--- src/rtl/mem_bus_arbiter_pkg.sv ---
// rtl/mem_bus_arbiter_pkg.sv - shared state/grant encodings and round-robin pick for the memory bus arbiter
package mem_bus_arbiter_pkg;

  typedef enum logic [1:0] {
    ST_IDLE   = 2'd0,
    ST_ACCESS = 2'd1,
    ST_ACK    = 2'd2
  } arb_state_t;

  typedef enum logic {
    GNT_F = 1'b0,
    GNT_D = 1'b1
  } arb_gnt_t;

  // On a tie the requester that did not win last time gets the bus.
  function automatic arb_gnt_t pick_grant(input logic f_req, input logic d_req, input arb_gnt_t last);
    if (f_req && d_req) return (last == GNT_F) ? GNT_D : GNT_F;
    return d_req ? GNT_D : GNT_F;
  endfunction

endpackage

--- src/rtl/mem_bus_arbiter_timeout.sv ---
// rtl/mem_bus_arbiter_timeout.sv - access wait counter that flags expiry after TIMEOUT cycles
module mem_timeout_counter #(
  parameter int TIMEOUT = 16
) (
  input  logic i_clk,
  input  logic i_rst,
  input  logic i_clear,
  input  logic i_en,
  output logic o_expire
);

  localparam int CW = (TIMEOUT > 1) ? $clog2(TIMEOUT) : 1;

  logic [CW-1:0] r_count;

  always_ff @(posedge i_clk or posedge i_rst) begin
    if (i_rst)
      r_count <= '0;
    else if (i_clear)
      r_count <= '0;
    else if (i_en && !o_expire)
      r_count <= r_count + 1'b1;
  end

  assign o_expire = (r_count == CW'(TIMEOUT - 1));

endmodule

--- src/rtl/mem_bus_arbiter.sv ---
// rtl/mem_bus_arbiter.sv - shares one memory bus between fetch and load/store requesters
module mem_bus_arbiter
  import mem_bus_arbiter_pkg::*;
#(
  parameter int ADDR_W  = 32,
  parameter int DATA_W  = 32,
  parameter int TIMEOUT = 16
) (
  input  logic              iClk,
  input  logic              iRst,
  input  logic              iFReq,
  input  logic [ADDR_W-1:0] iFAddr,
  output logic [DATA_W-1:0] oFData,
  output logic              oFAck,
  input  logic              iDReq,
  input  logic              iDWrite,
  input  logic [ADDR_W-1:0] iDAddr,
  input  logic [DATA_W-1:0] iDWData,
  output logic [DATA_W-1:0] oDData,
  output logic              oDAck,
  output logic [ADDR_W-1:0] oMemAddr,
  output logic [DATA_W-1:0] oMemData,
  input  logic [DATA_W-1:0] iMemData,
  input  logic              iMemRdy,
  output logic              oMemRead,
  output logic              oMemWrite,
  output logic              oTimeout
);

  arb_state_t r_state;
  arb_gnt_t   r_gnt;
  logic       r_write;
  arb_gnt_t   w_pick;
  logic       w_expire;
  logic       w_in_access;

  assign w_in_access = (r_state == ST_ACCESS);
  assign w_pick      = pick_grant(iFReq, iDReq, r_gnt);

  mem_timeout_counter #(
    .TIMEOUT (TIMEOUT)
  ) u_timeout (
    .i_clk    (iClk),
    .i_rst    (iRst),
    .i_clear  (!w_in_access),
    .i_en     (w_in_access),
    .o_expire (w_expire)
  );

  // r_gnt doubles as lastGrant: it keeps the most recent winner after the access ends.
  always_ff @(posedge iClk or posedge iRst) begin
    if (iRst) begin
      r_state   <= ST_IDLE;
      r_gnt     <= GNT_F;
      r_write   <= 1'b0;
      oFData    <= '0;
      oFAck     <= 1'b0;
      oDData    <= '0;
      oDAck     <= 1'b0;
      oMemAddr  <= '0;
      oMemData  <= '0;
      oMemRead  <= 1'b0;
      oMemWrite <= 1'b0;
      oTimeout  <= 1'b0;
    end else begin
      oFAck <= 1'b0;
      oDAck <= 1'b0;
      case (r_state)
        ST_IDLE: begin
          if (iFReq || iDReq) begin
            r_gnt   <= w_pick;
            r_state <= ST_ACCESS;
            if (w_pick == GNT_D) begin
              oMemAddr  <= iDAddr;
              oMemData  <= iDWData;
              r_write   <= iDWrite;
              oMemRead  <= !iDWrite;
              oMemWrite <= iDWrite;
            end else begin
              oMemAddr  <= iFAddr;
              oMemData  <= '0;
              r_write   <= 1'b0;
              oMemRead  <= 1'b1;
              oMemWrite <= 1'b0;
            end
          end
        end
        ST_ACCESS: begin
          if (iMemRdy || w_expire) begin
            oMemRead  <= 1'b0;
            oMemWrite <= 1'b0;
            r_state   <= ST_ACK;
            if (r_gnt == GNT_D) oDAck <= 1'b1;
            else                oFAck <= 1'b1;
            // Ready wins over a simultaneous expiry; writes leave the returned data untouched.
            if (iMemRdy) begin
              if (!r_write) begin
                if (r_gnt == GNT_D) oDData <= iMemData;
                else                oFData <= iMemData;
              end
            end else begin
              oTimeout <= 1'b1;
              if (r_gnt == GNT_D) oDData <= '0;
              else                oFData <= '0;
            end
          end
        end
        ST_ACK:  r_state <= ST_IDLE;
        default: r_state <= ST_IDLE;
      endcase
    end
  end

endmodule

--- config.mk ---
export PLATFORM = sky130hd
export DESIGN_NAME = mem_bus_arbiter
export DESIGN_NICKNAME = d
export VERILOG_FILES = /design/src/rtl/mem_bus_arbiter_pkg.sv /design/src/rtl/mem_bus_arbiter_timeout.sv /design/src/rtl/mem_bus_arbiter.sv
export SDC_FILE = /design/constraint.sdc
export NUM_CORES = 1
export LEC_CHECK = 0
export ABC_AREA = 1
export CORE_MARGIN = 8
export CORE_UTILIZATION = 30
export CTS_CLUSTER_SIZE = 25
export DETAILED_ROUTE_END_ITERATION = 10
export HOLD_SLACK_MARGIN = 0.02
export PLACE_DENSITY_LB_ADDON = 0.1
export SLEW_MARGIN = 20
export SYNTH_ARGS = -nofsm -noshare
export SYNTH_HDL_FRONTEND = slang
export SYNTH_SLANG_ARGS = --single-unit
--- constraint.sdc ---
create_clock -name iClk -period 4.1 [get_ports iClk]
set_input_delay 0.615 -clock iClk [delete_from_list [all_inputs] [get_ports iClk]]
set_output_delay 0.615 -clock iClk [all_outputs]
set_load 0.1 [all_outputs]
### Yosys cells after proc, flatten, opt, wreduce, memory -nomap -nowiden

Index checks and enable logic that the tools add are counted.

* multiplexer cells: 32
* reductions and logical operators: 16
* bitwise gates (word level): 1
* add/sub/neg operators: 1
* eq/ne operators: 8

Operators by type and width (number)
* $mux 32: 10
* $mux 1: 15
* $ne 2x2->1 const B: 5
* $reduce_and 5->1: 2
* $mux 4: 2
* $reduce_and 3->1: 2
* $reduce_bool 2->1: 3
* $add 4x1->4 const B: 1
* $eq 4x4->1 const B: 1
* $mux 2: 2
* $pmux 1 s2: 2
* $pmux 2 s2: 1
* $reduce_and 2->1: 2
* $eq 2x1->1 const B: 1
* $logic_and 1x1->1: 2
* $logic_not 1->1: 2
* $logic_not 2->1: 1
* $logic_or 1x1->1: 2
* $ne 2x1->1 const B: 1
* $not 1->1: 1

* output and inout port bits: 133
* input port bits: 134
* register bits: 141

### Depth between registers and ports, before layout

* word-level depth: 6
* depth in mapped cells: 7
* gate-level depth less buffers: 6

### By module

From an unflattened synthesis, not the netlist that was laid out.

* cells, all modules: 802
* area total of the unflattened synthesis: 6507.5 µm²

By module, submodules not included
* mem_bus_arbiter: sequential area each 3428.3 µm², cells each 772, area each 6278.5 µm², times used 1
* mem_timeout_counter: sequential area each 100.1 µm², cells each 30, area each 229.0 µm², times used 1

### Worst setup path before layout

OpenSTA, ideal clock, no wires.

* path kind: register -> output
* from: reg oMemRead
* to: out oMemRead
* path buffers: 0
* required time: 3.485 ns
* setup slack: 2.587 ns
* cell stages (with the launch flop): 1
* arrival time: 0.898 ns
* cells stage by stage: dfrtp_1

RTL lines
* start: declaration: line mem_bus_arbiter.sv:25 `output logic oMemRead,`
* start signal: assignment: line mem_bus_arbiter.sv:77 `oMemRead <= !iDWrite;`

No word-level cell between the ends.

### Worst setup path in the final report

* from: reg oFData[28]
* to: out oFData[28]

RTL lines
* start: declaration: line mem_bus_arbiter.sv:13 `output logic [DATA_W-1:0] oFData,`
* start signal: assignment: line mem_bus_arbiter.sv:99 `else oFData <= iMemData;`

No word-level cell between the ends.

==> results.cfg <==
[yosys]
seq_area_frac_synth_pct = 56.8
synth_cell_types = 26
synth_top_flop_cell = dfrtp_1
synth_async_sr_flop_share_pct = 100
synth-seq-cells = 141
synth_top_area_share_pct = 56.8
synth.avg_cell_area_sq_um = 8.62
synth_edf_count = 0
yosysWarnings = 0
synthCells = 721
yosysTopAreaCell = dfrtp_1
synthTopCellsByArea = dfrtp_1 (57%), nand2_1 (18%), nand4_1 (6.4%)
syn-num-nets = 856
syn_area_sq_mm = 0.00622

[layout]
layout.nets = 1098
final_common_cell = nand2_1
fillers = 2015
drive_gt1_share_pct = 5.44
register_area_sq_mm = 0.00353
layout_common_cells = nand2_1 (296), clkdlybuf4s50_1 (266), dfrtp_1 (141), nand4_1 (64), o21ai_0 (39)
final_cell_area_sq_mm = 0.00956
finalNonFillerCells = 1245
multiInputGateArea_sq_mm = 0.00224
final_core_util_pct = 47.1
n_antenna_cell = 0
area_growth_pct = 53.8

[timing]
fin_crit_sh_pct = 63.1
slew_headroom_pct = 27.7
worst_pin_slew_ns = 1.08
rsz0062_at_grt = no
fin_setup_tns_ns = 0
fin_crit_ns = 2.59
fmax_mhz = 387
setup_violations = 0
finalMaxSlewViolations = 0
fin_skew_ns = 0.00947
hold_viol_final = 0

[clocking]
clock_latency_ns = 0.42
cts-root-buf = clkbuf_16
cts.clk_slew.worst_paths_ns = 0.06
cts_resized = 0
cts_sinks = 141
cts_setup_buffers = 0
hold_buffers = 0
htree_num_levels = 4
cts_tree = built
numCtsBuffers = 17
clock_path_buffers = 2

[global_routing]
grt_max_degree = 73
grt_pass1_wl_um = 35300
grt_usage_pct = 17.2
grt_pass1_vias = 6022
antenna_found_initial = 0
use_met3_pct = 8.64
use_met1_pct = 20.8
grt_most_used_layer = met2
met2_usage_pct = 26.5
grt_overflow_total = 0

[hold_path]
hp-class = reg -> reg
worstHoldStart = oMemData[2]

[worst_setup_path]
path_cells = clkdlybuf4s50_1
cp.arrival_ns = 1.97
crit_required_ns = 3.48
cp_slowest_cell = clkdlybuf4s50_1
crit_start = oFData[28]
startpoint_type = flip-flop
cp_slowest_stage_delay_ns = 1.20
critical_path.max_fanout = 2
worstSetupPathType = reg -> out
critPathBufInv = 1
endpoint_kind = output pin
path_delay_family = buffers and inverters
crit-reg2reg-launch = r_state[1]

[floorplan]
dieArea_sq_mm = 0.0256
die_h_um = 160
io_pins = 267
start_util_pct = 30.6
rows = 52
die_w_um = 160
core_sq_mm = 0.0203

[placement]
place_area_sq_mm = 0.00899
gp_routability_congestion = 0.729
io_buffers = 266
dp_hpwl_um = 15000
dp.cells = 1214

[detailed_routing]
wl_um = 22000
wire_per_inst_um = 17.7
drc = 0
vias_per_cell = 4.60
num_vias = 5729
ant_nets = 0
drtIter0Drc = 299
dr.pass1.iters = 5

[run_status]
status = finished, final reports clean

[flow_run]
max_cap_violations = 0
==> layer usage <==
metal  share of wire [%]  up-vias
li1                    -     2805
met1                  42     2688
met2                  46      216
met3                  11       20
met4                 1.8        0
met5                   0        -
==> final timing paths <==
path	endpoint	cells after the start	slack, ns
setup / recovery	oFData[28]	1	1.51
hold / removal	oMemData[2]	2	0.48
setup reg to reg	oFData[2]	6	1.95
hold reg to reg	oMemData[2]	2	0.48
max in group asynchronous	oMemData[2]	3	2.52
min in group asynchronous	oFData[24]	2	0.73
==> cells in the mapped netlist (4+ instances only) <==
cell     count
inv_2        4
o21ai_0     39
nor2_1      37
nand4_1     64
o21ai_1     30
nand3_1      4
buf_2       32
buf_6        4
nand2_1    296
inv_1       38
dfrtp_1    141
buf_4       10
==> cell type report <==
| class | count | share of cell area [%] |
|---|---|---|
| inverter | 42 | 1.69 |
| tap | 270 | 3.53 |
| timing repair buffer | 272 | 28.5 |
| multi-input combinational | 489 | 23.4 |
| sequential | 141 | 36.9 |
| clock inverter | 13 | 1.49 |
| clock buffer | 18 | 4.49 |
==> stage by stage <==
stage                     hold WS [ns]  worst slack [ns]
after global placement           0.461              1.45
after CTS                        0.481              1.48
after global routing             0.493              1.44
final                            0.476              1.51
after floorplan                  0.533              1.72
after detailed placement         0.465              1.37
==> cell families after synthesis <==
group                      after synthesis  synth area share, %
AOI/OAI and AO/OA                       78                 7.00
xor gates and xnor gates                 1                0.141
adders and majority gates                1                0.201
buffers and inverters                   91                 7.23
DFF                                    141                 56.8
and+or+nand+nor                        409                 28.7
==> state kept, by name, indices dropped and copies added (netlist names) <==
signal             count
r_write                1
r_gnt                  1
oMemData              32
oTimeout               1
oDData                32
oDAck                  1
u_timeout.r_count      4
oFData                32
oMemAddr              32
oMemRead               1
oMemWrite              1
r_state                2
oFAck                  1
Power is not shown: default switching activity piles up to over one toggle a cycle in this logic, so the estimate is an artifact.
